**src/rtl/bcd_sched_pkg.sv**
```systemverilog
// Shared types and constants for the BCD conversion scheduler.
package bcd_sched_pkg;

   typedef enum logic [1:0] {
      IDLE    = 2'd0,
      CONVERT = 2'd1,
      HOLD    = 2'd2
   } state_e;

   typedef logic [3:0] digit_t;

   typedef struct packed {
      digit_t hundreds;
      digit_t tens;
      digit_t ones;
   } bcd_digits_t;

   localparam int unsigned DEC_MAX     = 999;
   localparam digit_t      DIGIT_BLANK = 4'hF;

endpackage

```
**src/rtl/bcd_digit_split.sv**
```systemverilog
// Combinational binary-to-decimal splitter for values 0..999 (BIT <= 10),
// built from repeated compare-and-subtract of the hundreds then tens weight.
module bcd_digit_split
   import bcd_sched_pkg::*;
#(
   parameter int unsigned BIT = 10
) (
   input  logic [BIT-1:0] value_i,
   output digit_t         hundreds_o,
   output digit_t         tens_o,
   output digit_t         ones_o
);

   logic [9:0] val;
   logic [9:0] rem_h;
   digit_t     h;
   digit_t     t;

   always_comb begin
      val = 10'(value_i);
      h   = '0;
      for (int k = 9; k >= 1; k--) begin
         if (h == 4'd0 && val >= 10'(k * 100)) h = 4'(k);
      end
      rem_h = val - 10'(h) * 10'd100;
      t     = '0;
      for (int k = 9; k >= 1; k--) begin
         if (t == 4'd0 && rem_h >= 10'(k * 10)) t = 4'(k);
      end
      hundreds_o = h;
      tens_o     = t;
      ones_o     = 4'(rem_h - 10'(t) * 10'd10);
   end

endmodule

```
**src/rtl/bcd_convert_scheduler.sv**
```systemverilog
// Round-robin scheduler sharing one bcd_digit_split among NUM_REQ requesters.
// Define BCD_BLANK_LEADING_ZERO_EN to show leading zero digits as 4'hF.
module bcd_convert_scheduler
   import bcd_sched_pkg::*;
#(
   parameter  int unsigned NUM_REQ = 4,
   parameter  int unsigned BIT     = 10,
   localparam int unsigned ID_W    = $clog2(NUM_REQ)
) (
   input  logic                   clk,
   input  logic                   reset,
   input  logic [NUM_REQ-1:0]     req_valid,
   input  logic [NUM_REQ*BIT-1:0] req_number,
   output logic [NUM_REQ-1:0]     req_ready,
   output logic                   out_valid,
   input  logic                   out_ready,
   output logic [ID_W-1:0]        out_id,
   output logic [3:0]             out_hundreds,
   output logic [3:0]             out_tens,
   output logic [3:0]             out_ones,
   output logic                   out_overflow,
   output logic                   busy
);

   state_e            state_q, state_d;
   logic [ID_W-1:0]   rr_ptr_q, rr_ptr_d;
   logic [BIT-1:0]    num_q, num_d;
   logic [ID_W-1:0]   id_q, id_d;
   logic              out_valid_q, out_valid_d;
   logic [ID_W-1:0]   out_id_q, out_id_d;
   bcd_digits_t       res_q, res_d;
   logic              ovf_q, ovf_d;

   logic              win_found;
   logic [ID_W-1:0]   win_idx;
   logic [ID_W-1:0]   cand;
   logic              grant;
   logic              ovf_c;
   logic [BIT-1:0]    sat;
   digit_t            split_h, split_t, split_o;
   bcd_digits_t       conv;

   // Round-robin search starting at rr_ptr_q, wrapping modulo NUM_REQ.
   always_comb begin
      win_found = 1'b0;
      win_idx   = '0;
      cand      = '0;
      for (int k = 0; k < int'(NUM_REQ); k++) begin
         cand = ID_W'((int'(rr_ptr_q) + k) % int'(NUM_REQ));
         if (!win_found && req_valid[cand]) begin
            win_found = 1'b1;
            win_idx   = cand;
         end
      end
   end

   always_comb begin
      grant     = win_found && !reset &&
                  ((state_q == IDLE) || (state_q == HOLD && out_ready));
      req_ready = grant ? (NUM_REQ'(1) << win_idx) : '0;
   end

   always_comb begin
      ovf_c = (32'(num_q) > DEC_MAX);
      sat   = ovf_c ? BIT'(DEC_MAX) : num_q;
   end

   bcd_digit_split #(
      .BIT (BIT)
   ) u_split (
      .value_i    (sat),
      .hundreds_o (split_h),
      .tens_o     (split_t),
      .ones_o     (split_o)
   );

`ifdef BCD_BLANK_LEADING_ZERO_EN
   always_comb begin
      conv.hundreds = (split_h == 4'd0) ? DIGIT_BLANK : split_h;
      conv.tens     = (split_h == 4'd0 && split_t == 4'd0) ? DIGIT_BLANK : split_t;
      conv.ones     = split_o;
   end
`else
   always_comb begin
      conv.hundreds = split_h;
      conv.tens     = split_t;
      conv.ones     = split_o;
   end
`endif

   // Next-state and datapath update.
   always_comb begin
      state_d     = state_q;
      rr_ptr_d    = rr_ptr_q;
      num_d       = num_q;
      id_d        = id_q;
      out_valid_d = out_valid_q;
      out_id_d    = out_id_q;
      res_d       = res_q;
      ovf_d       = ovf_q;

      case (state_q)
         IDLE: begin
            out_valid_d = 1'b0;
         end
         CONVERT: begin
            res_d       = conv;
            ovf_d       = ovf_c;
            out_id_d    = id_q;
            out_valid_d = 1'b1;
            state_d     = HOLD;
         end
         HOLD: begin
            if (out_ready) begin
               out_valid_d = 1'b0;
               state_d     = IDLE;
            end
         end
         default: begin
            out_valid_d = 1'b0;
            state_d     = IDLE;
         end
      endcase

      // A grant is only ever raised in IDLE or in HOLD with out_ready.
      if (grant) begin
         num_d    = req_number[int'(win_idx) * int'(BIT) +: BIT];
         id_d     = win_idx;
         rr_ptr_d = ID_W'((int'(win_idx) + 1) % int'(NUM_REQ));
         state_d  = CONVERT;
      end
   end

   always_ff @(posedge clk or posedge reset) begin
      if (reset) begin
         state_q     <= IDLE;
         rr_ptr_q    <= '0;
         num_q       <= '0;
         id_q        <= '0;
         out_valid_q <= 1'b0;
         out_id_q    <= '0;
         res_q       <= '0;
         ovf_q       <= 1'b0;
      end else begin
         state_q     <= state_d;
         rr_ptr_q    <= rr_ptr_d;
         num_q       <= num_d;
         id_q        <= id_d;
         out_valid_q <= out_valid_d;
         out_id_q    <= out_id_d;
         res_q       <= res_d;
         ovf_q       <= ovf_d;
      end
   end

   assign out_valid    = out_valid_q;
   assign out_id       = out_id_q;
   assign out_hundreds = res_q.hundreds;
   assign out_tens     = res_q.tens;
   assign out_ones     = res_q.ones;
   assign out_overflow = ovf_q;
   assign busy         = (state_q != IDLE);

endmodule
```
**config.mk**
```make
export PLATFORM = sky130hd
export DESIGN_NAME = bcd_convert_scheduler
export DESIGN_NICKNAME = d
export VERILOG_FILES = /design/src/rtl/bcd_sched_pkg.sv /design/src/rtl/bcd_digit_split.sv /design/src/rtl/bcd_convert_scheduler.sv
export SDC_FILE = /design/constraint.sdc
export NUM_CORES = 1
export LEC_CHECK = 0
export BUFFER_PORTS_ARGS = -buffer_cell sky130_fd_sc_hd__buf_2
export CAP_MARGIN = 40
export CORE_MARGIN = 3
export CORE_UTILIZATION = 35
export DETAILED_ROUTE_END_ITERATION = 7
export PLACE_DENSITY = 0.68
export SYNTH_ARGS = -nofsm -noshare
export SYNTH_HDL_FRONTEND = slang
export SYNTH_HIERARCHICAL = 1
export SYNTH_SLANG_ARGS = --single-unit
```
**constraint.sdc**
```tcl
create_clock -name clk -period 5.2 [get_ports clk]
set_input_delay 1.3 -clock clk [delete_from_list [all_inputs] [get_ports clk]]
set_output_delay 1.3 -clock clk [all_outputs]
set_load 0.02 [all_outputs]
```
# Yosys cells after proc, flatten, opt, wreduce, memory -nomap -nowiden
# Cells that the tools add are included.
# W data, S select, Z words.
# classes
n_lt_le_gt_ge,23
mul,3
n_shift,2
n_addsub,6
muxes,41
eq_ne,5
reduce_logical,46
# op_table
op,count
$mux W4,19
$logic_not A4 Y1,16
$ge A10 B10 Y1 const B,4
$ge A10 B7 Y1 const B,4
$shiftx A40 B7 Y10,1
$ge A10 B6 Y1 const B,3
$ge A10 B9 Y1 const B,3
$logic_and A1 B1 Y1,22
$ge A10 B5 Y1 const B,2
$lt A2 B3 Y1 const B,4
$mux W2,6
$ge A10 B4 Y1 const B,1
$ge A10 B8 Y1 const B,1
$gt A10 B10 Y1 const B,1
$mux W10,1
$sub A10 B10 Y10,1
$mux W1,9
$bmux W1 S2,4
$mul A4 B5 Y8 const B,1
$pmux W2 S3,1
$mul A2 B3 Y5 const B,1
$add A2 B1 Y2 const B,2
$add A2 B2 Y2 const B,2
$logic_not A1 Y1,4
other kinds (12),13
# totals
in_bits,47
wordCells,136
out_inout_bits,21
ff_bits,32

# Logic depth before layout (Yosys ltp)
# Gate-level depths: netlist (run 1).
# depth
word_depth,58
ltp_mapped,25
ltp_nobuf,25

# By module
# The synthesis (run 1) kept the hierarchy.
# by_module_without_submodules
module,cells_per_inst,instances,area_each_um2,seq_area_each_um2
bcd_convert_scheduler,150,1,1734.2,800.8
bcd_digit_split,151,1,1028.5,0.0

# Worst setup path before layout (run 1)
# OpenSTA, ideal clock, no wires.
# synth_path
kind,register to register
from,reg num_q[4]
to,reg res_q (netlist bit out_ones[3])
setup_slack_ns,-0.179
setup_ns,0.065
t_arrival_ns,5.314
stages_incl_launch_ff,26
path_cell_list,dfrtp_1 -> o21ai_0 -> nor2_1 -> nor2b_1 -> o311ai_0 -> o21ai_0 -> nor2b_1 -> o21ai_1 -> a21oi_1 -> a21o_1 -> ha_1 -> ha_1 -> inv_1 -> fa_1 -> ha_1 -> or2_2 -> o22ai_1 -> xor2_1 -> o2111a_2 -> o21ai_0 -> ha_1 -> fa_1 -> and2_0 -> and4_4 -> nor4_1 -> mux2_2
# synth_via
elab_chain_cells,58
elab_cells_between_ends,74
# synth_rtl
element,line,text
start: declaration,bcd_convert_scheduler.sv:27,"logic [BIT-1:0] num_q, num_d;"
start signal: assignment,bcd_convert_scheduler.sv:147,num_q <= num_d;
$gt A10 B10 Y1,bcd_convert_scheduler.sv:64,ovf_c = (32'(num_q) > DEC_MAX);
$mux W10 *,bcd_convert_scheduler.sv:65,sat = ovf_c ? BIT'(DEC_MAX) : num_q;
named net sat[4],bcd_convert_scheduler.sv:39,logic [BIT-1:0] sat;
$ge A10 B10 Y1,bcd_digit_split.sv:23,if (h == 4'd0 && val >= 10'(k * 100)) h = 4'(k);
$mux W4,bcd_digit_split.sv:23,
$logic_not A4 Y1,bcd_digit_split.sv:23,
$logic_and A1 B1 Y1,bcd_digit_split.sv:23,
$mux W4,bcd_digit_split.sv:23,
(+21 left out),-,
named net split_h[2],bcd_convert_scheduler.sv:40,"digit_t split_h, split_t, split_o;"
(+24 left out),-,
$mux W4,bcd_digit_split.sv:28,if (t == 4'd0 && rem_h >= 10'(k * 10)) t = 4'(k);
$logic_not A4 Y1,bcd_digit_split.sv:28,
$logic_and A1 B1 Y1,bcd_digit_split.sv:28,
$mux W4 *,bcd_digit_split.sv:28,
named net split_t[0],bcd_convert_scheduler.sv:40,
$mul A4 B3 Y3 *,bcd_digit_split.sv:32,ones_o = 4'(rem_h - 10'(t) * 10'd10);
$sub A4 B4 Y4 *,bcd_digit_split.sv:32,
named net split_o[3],bcd_convert_scheduler.sv:40,
end signal: assignment,bcd_convert_scheduler.sv:151,res_q <= res_d;
end: declaration,bcd_convert_scheduler.sv:31,"bcd_digits_t res_q, res_d;"
# The timed path passes the listed nets; every way through them passes the cells marked *.
# A chain may end at the register's enable or synchronous reset.

# Final worst setup path (run 1)
# layout_path
from,reg num_q[8]
to,reg res_q (netlist bit out_ones[3])
# layout_via
elab_chain_cells,58
elab_cells_between_ends,74
# layout_rtl
element,line
$gt A10 B10 Y1 *,bcd_convert_scheduler.sv:64
$mux W10 *,bcd_convert_scheduler.sv:65
named net sat[2],bcd_convert_scheduler.sv:39
$ge A10 B10 Y1,bcd_digit_split.sv:23
$mux W4,bcd_digit_split.sv:23
$logic_not A4 Y1,bcd_digit_split.sv:23
$logic_and A1 B1 Y1,bcd_digit_split.sv:23
$mux W4,bcd_digit_split.sv:23
(+21 left out),-
named net split_h[0],bcd_convert_scheduler.sv:40
(+24 left out),-
$mux W4,bcd_digit_split.sv:28
$logic_not A4 Y1,bcd_digit_split.sv:28
$logic_and A1 B1 Y1,bcd_digit_split.sv:28
$mux W4 *,bcd_digit_split.sv:28
named net split_t[1],bcd_convert_scheduler.sv:40
$mul A4 B3 Y3 *,bcd_digit_split.sv:32
$sub A4 B4 Y4 *,bcd_digit_split.sv:32
named net split_o[3],bcd_convert_scheduler.sv:40
# Marked as above.

==> impl_metrics.tcl, run 1 <==
set metrics [dict create \
    rsz0062_at_grt "true" \
    grt_pass1_vias 2705 \
    seq_area_frac_synth_pct 29.0 \
    status "complete, but fails checks" \
    min_to "out_valid" \
    synth_top_family_by_area "compound AO/OA/AOI/OAI gates" \
    finalSetupViolCount 1 \
    yosysTopAreaCell "dfrtp_1" \
    firstDrtPassIters 4 \
    fin_ws_ps -164 \
    use_met1_pct 20.3 \
    synth-edff-count 0 \
    rr_endpoint "out_ones[3]" \
    cts_buffer_depth 2 \
    synthTopCellsByArea "dfrtp_1, ha_1, mux2i_1" \
    syn_inst 301 \
    drtAntennaViolNets 0 \
    tightest_slew_ps 558 \
    synth_top_area_share_pct 29.0 \
    synth_compound_area_share_pct 20.7 \
    avgSynthCellArea_um2 9.18 \
    r2r-start "num_q[8]" \
    drv_cap 0 \
    grtUsageMet2_pct 28.5 \
    worstSetupPathType "register to register" \
    hold-path-cell-count 1 \
    post-route-drc-count 0 \
    violations "setup timing" \
    async_reset_ff_share_pct 100 \
    critPathLaunchType "register" \
    grt_pass1_wl_mm 11.9 \
    netlist_area_mm2 0.00276 \
    antenna_found_initial 0 \
    final_min_period_over_clock_period_pct 103 \
    drv_slew 0 \
    hpwl_mm 5.45 \
    core_mm2 0.00745 \
    dieArea_mm2 0.00900 \
    yosys.area_share.simple_pct 16.9 \
    fin_util_pct 49.1 \
    crit_fanout 7 \
    die_x_um 94.8 \
    initial_utilization_pct 37.1 \
    grt_use_total_pct 16.5 \
    met3_usage_pct 3.27 \
    place_congestion 0.888 \
    cts_hold_buf 0 \
    wl_per_cell_um 15.4 \
    drtIter0Drc 119 \
    hp-class "register to register" \
    diodes 0 \
    drive_gt1_share_pct 45.2 \
    syn_nets 369 \
    synth_cell_types 57 \
    cts_buffers 5 \
    cts_tree "done" \
    max_freq_ghz 0.186 \
    cts_max_level 2 \
    io_pins 68 \
    root_buffer "clkbuf_8" \
    row_count 31 \
    cp-end-kind "register" \
    ys_ff_latch 32 \
    min_from "out_valid" \
    grt_start_max_net_pins 33 \
    nets 461 \
    ys_warn_count 6 \
    wirelength_mm 7.61 \
    report.final.hold_viol_count 0 \
    cts.sinks 32 \
    viasPerCell 5.37 \
    synth_adder_area_share_pct 10.7 \
    grt_overflow 0 \
    relSlewSlack_pct 62.7 \
    num_vias 2646 \
    fin_skew_ps 7.89 \
    synthMuxAreaShare_pct 13.7 \
    cp.arrival_ps 5530 \
    r2r_cells 24 \
    synthFlopType "dfrtp_1" \
    yosys-top-cells-count "dfrtp_1, nand2_1, nor2_1" \
    numPortBuffers 67 \
    gr-max-usage-layer "met2" \
    synth_most_common_cell "dfrtp_1" \
    rrSetupSlack_ps -160 \
    required_ps 5370 \
    die_y_um 94.8 \
    period_minus_slack_ps 5360 \
    syn_to_final_growth_pct 32.5 \
    synth-xor-area-share_pct 2.85 \
    clk_latency_ps 290 \
    path_clk_slew_ps 70 \
]
[critical path: stages (launching register included)]
cell and delay, ps:
dfrtp_1 390, nand4_1 190, nor2_4 90, or2_4 240
buf_4 160, nor4_4 350, a221oi_2 130, o21ai_1 160
o21ai_2 110, a21o_1 190, ha_2 200, ha_4 160
inv_2 50, fa_1 410, ha_2 210, buf_4 130
o311a_1 330, o2111a_2 280, buf_4 170, and2_4 160
fa_2 400, buf_4 160, a311oi_4 250, nor4_4 90
mux2_4 260
[placed cells by master (no fill, tap or decap), types with 7 or more instances in the layout]
cell / netlist / final
or2_2: 8 / 7
mux2_2: 15 / 14
ha_1: 18 / 13
buf_2: 1 / 67
inv_1: 20 / 19
nand2_1: 25 / 25
o221ai_2: 9 / 9
nor2_1: 24 / 23
buf_4: 2 / 34
mux2i_1: 21 / 20
a21oi_1: 15 / 14
dfrtp_1: 32 / 32
[cell families (layout without fill, tap and decap cells)]
group                      after synthesis  count (layout)
adders and majority gates               22              22
muxes                                   36              36
and+or+nand+nor                         92              92
DFF                                     32              32
AOI/OAI and AO/OA                       71              71
buffers and inverters                   39             132
xor gates and xnor gates                 9               9
[stage by stage]
step	hold WS, ps	setup TNS [ps]	setup WS [ps]	instance area, µm²	cells
final	475	-164	-164	3660	493
after global routing	518	-345	-322	3660	493
after CTS	485	0	13.6	3530	490
after detailed placement	467	-144	-144	3370	478
after global placement	461	-7.73	-7.73	3370	478
after floorplan	441	0	9.75	2790	301
[worst max path at each step]
stage,start,endpoint,slack (ps),cells after the start
finish,num_q[8],out_ones[3],-160,24
global route,num_q[6],out_ones[3],-320,26
CTS,num_q[4],out_ones[3],10,25
detailed placement,num_q[7],out_ones[3],-140,24
global placement,num_q[7],out_ones[3],-8,23
floorplan,num_q[3],out_ones[3],10,25
[sequential cells by signal (all words and copies together), names as in the netlist]
signal        cells
num_q            10
state_q           2
out_id            2
out_ones          4
rr_ptr_q          2
out_tens          4
out_overflow      1
out_hundreds      4
out_valid         1
id_q              2
[cell type report]
type                            count  area [µm²]
Fill cell                         694        3790
Timing Repair Buffer              102         602
Inverter                           22        82.6
Tap cell                           99         124
Sequential cell                    32         801
Multi-Input combinational cell    230        1960
Clock inverter                      1        7.51
Clock buffer                        7        86.3
[metal layers]
metal  share of wire, %  wire [µm]
met1                 41       3090
met2                 52       3930
met3                5.6        426
met4                2.3        174
met5                  0          0
[what timing repair did]
| action | 4_1_cts | 5_1_grt |
|---|---|---|
| buffers inserted | 4 | 3 |
| endpoints found under the setup margin | 1 | 2 |
| endpoints found under the hold margin | 0 | 0 |
| gates resized for setup | 12 | 23 |
| pin swaps | 14 | 18 |
Power of run 1 is left out: the tool's default activity adds up to more than one toggle a clock period on the data nets, which glitch-free logic cannot reach.
==> run 2, diff against run 1 <==
--- a/config.mk
+++ b/config.mk
@@ -13,5 +13,4 @@
 export PLACE_DENSITY = 0.68
 export SYNTH_ARGS = -nofsm -noshare
 export SYNTH_HDL_FRONTEND = slang
-export SYNTH_HIERARCHICAL = 1
 export SYNTH_SLANG_ARGS = --single-unit
==> constraint.sdc (replaced) <==
create_clock -name clk -period 5.2 [get_ports clk]
set_input_delay 1.3 -clock clk [delete_from_list [all_inputs] [get_ports clk]]
set_output_delay 1.3 -clock clk [all_outputs]
set_load 0.005 [all_outputs]
==> run 2 against run 1 <==
- the run now ends clean
- clock skew shrank 1.8 ps
- first-iteration DRC count is 33% lower
- synthesized area grew 1.8%
- routed wire length shrank 13%
- utilization shrank 5.8 points
- via count rose by 1.1%
- largest cell class unchanged
==> impl_metrics.tcl, run 2 <==
set metrics [dict create \
    firstDrtPassIters 5 \
    synth_most_common_cell "nand2_1" \
    nets 498 \
    root_buffer "clkbuf_8" \
    cts_max_level 2 \
    yosys-top-cells-count "nand2_1, o21ai_0, dfrtp_1" \
    wirelength_mm 6.61 \
    relSlewSlack_pct 47.0 \
    hp-class "register to register" \
    nFillCells 814 \
    ys_ff_latch 32 \
    synthMuxAreaShare_pct 1.91 \
    num_vias 2675 \
    synth-edff-count 0 \
    avgSynthCellArea_um2 7.50 \
    critPathSlowestCell "dfrtp_2" \
    yosys.area_share.simple_pct 28.3 \
    synth_top_area_share_pct 28.5 \
    synthTopCellsByArea "dfrtp_1, nand2_1, ha_1" \
    report.final.hold_viol_count 0 \
    final_min_period_over_clock_period_pct 94.0 \
    path_delay_family "adder cells" \
    netlist_area_mm2 0.00281 \
    async_reset_ff_share_pct 100 \
    crit_chain "or3_1 -> nand2_1 -> o311a_1 -> nor2_1 -> o22ai_2 -> a32oi_1 -> o21ai_1 -> ha_1 -> ha_1 -> inv_1 -> fa_1 -> xor2_1 -> ha_1 -> xnor2_1 -> o31ai_2 -> nand4_1 -> ha_1 -> fa_1 -> xnor2_1 -> or3_1 -> a31oi_1" \
    cts.sinks 32 \
    cp-end-kind "register" \
    synth_adder_area_share_pct 9.70 \
    wl_per_cell_um 12.4 \
    cts_setup_buffers 0 \
    grt_use_total_pct 15.1 \
    synth_top_family_by_area "simple AND/OR/NAND/NOR gates" \
    viasPerCell 5.01 \
    crit_buf_inv 1 \
    synthFlopType "dfrtp_1" \
    grt_overflow 0 \
    grt_pass1_wl_mm 11.1 \
    diodes 0 \
    seq_area_frac_synth_pct 28.5 \
    synth-xor-area-share_pct 4.54 \
    max_freq_ghz 0.205 \
    die_x_um 95.6 \
    io_pins 68 \
    max_stage_delay_ps 460 \
    cp.arrival_ps 5100 \
    path_clk_slew_ps 70 \
    cts_hold_buf 0 \
    cts_buffer_depth 2 \
    synth_cell_types 64 \
    status "finished clean" \
    yosysTopAreaCell "dfrtp_1" \
    largest_register_ff_count 10 \
    crit_top_cell "ha_1" \
    final_common_cell "nand2_1" \
    syn_to_final_growth_pct 19.6 \
    hpwl_mm 5.18 \
    finalSetupViolCount 0 \
    critPathLaunchType "register" \
    drv_cap 0 \
    worstSetupPathType "register to register" \
    clk_latency_ps 290 \
    numPortBuffers 67 \
    required_ps 5410 \
    period_minus_slack_ps 4890 \
    syn_inst 375 \
    top_register "num_q" \
    grt_pass1_vias 2460 \
    cts_buffers 5 \
    drtIter0Drc 80 \
    drive_gt1_share_pct 25.5 \
    crit_fanout 10 \
    min_from "out_id[1]" \
    drv_slew 0 \
    fin_skew_ps 6.06 \
    dieArea_mm2 0.00915 \
    ys_warn_count 0 \
    initial_utilization_pct 36.2 \
    row_count 32 \
    post-route-drc-count 0 \
    r2r-start "num_q[4]" \
    tightest_slew_ps 794 \
    cts_tree "done" \
    core_mm2 0.00777 \
    pre_cts_slack_ps 206 \
    grt_start_max_net_pins 26 \
    fin_ws_ps 310 \
    die_y_um 95.6 \
    place_congestion 0.896 \
    synth_compound_area_share_pct 20.5 \
    final_cell_mix "nand2_1, buf_2, o21ai_0" \
    drtAntennaViolNets 0 \
    syn_nets 442 \
    antenna_found_initial 0 \
    cp-startpoint "num_q[4]" \
]
[run 2: cell types whose count changed in the layout (fill, tap and decap cells not counted), moves of 9 or more]
cell / delta
mux2_2: -11
mux2i_1: -18
nor3_1: +10
buf_4: -26
nand3_1: +10
o21ai_0: +28
nand2_1: +64
o221ai_2: -9
[run 2: path summary, 6_finish.rpt]
kind	end	depth (start not counted)	slack, ps
worst min-delay path	out_id[1]	2	470
worst max-delay path	out_ones[3]	21	310
worst max register to register	out_ones[3]	21	310
worst min register to register	out_id[1]	2	470
min in group asynchronous	num_q[3]	2	1000
max in group asynchronous	out_hundreds[3]	3	3570
[run 2: cell families after synthesis]
| family | Yosys count |
|---|---|
| DFF | 32 |
| buffers and inverters | 44 |
| and+or+nand+nor | 172 |
| AOI/OAI and AO/OA | 90 |
| muxes | 5 |
| xor gates and xnor gates | 12 |
| adders and majority gates | 20 |
[run 2: per-stage QoR]
step                      hold slack [ps]  cell area, µm²  setup TNS, ps  util [%]  std cells
after floorplan                       439            2810              0         -        375
after global placement                457            3220              0      41.4        526
after detailed placement              458            3220              0      41.4        526
after CTS                             475            3330              0      42.8        534
after global routing                  498            3360          -34.3      43.3        534
final                                 472            3360              0      43.3        534
[run 2: final cells by class]
| type | instances | area [µm²] | share of cell area (%) |
|---|---|---|---|
| Clock inverter | 2 | 35.0 | 1.04 |
| Tap cell | 102 | 128 | 3.79 |
| Sequential cell | 32 | 805 | 23.9 |
| Inverter | 18 | 67.6 | 2.01 |
| Multi-Input combinational cell | 299 | 1860 | 55.3 |
| Clock buffer | 6 | 72.6 | 2.16 |
| Timing Repair Buffer | 75 | 395 | 11.8 |
[run 2: layer usage]
metal	global-route usage [%]	share of wire, %	vias to the layer above
li1	-	-	1392
met5	0	0	-
met4	3.67	1.1	0
met2	26.1	49	73
met3	2.60	4.5	7
met1	19.4	45	1203
[run 2: repair_timing]
action,CTS,global route
gates resized for setup,0,10
setup endpoints to repair,0,1
hold endpoints to repair,0,0
[run 2: worst register-to-register path, cell delays in order (launching register included)]
cell	delay [ps]
dfrtp_2	460
or3_1	430
nand2_1	90
o311a_1	190
nor2_1	60
o22ai_2	110
a32oi_1	110
o21ai_1	170
ha_1	200
ha_1	190
inv_1	60
fa_1	370
xor2_1	170
ha_1	330
xnor2_1	150
o31ai_2	300
nand4_1	170
ha_1	220
fa_1	380
xnor2_1	140
or3_1	350
a31oi_1	160
Power of run 2 is left out for the same reason.
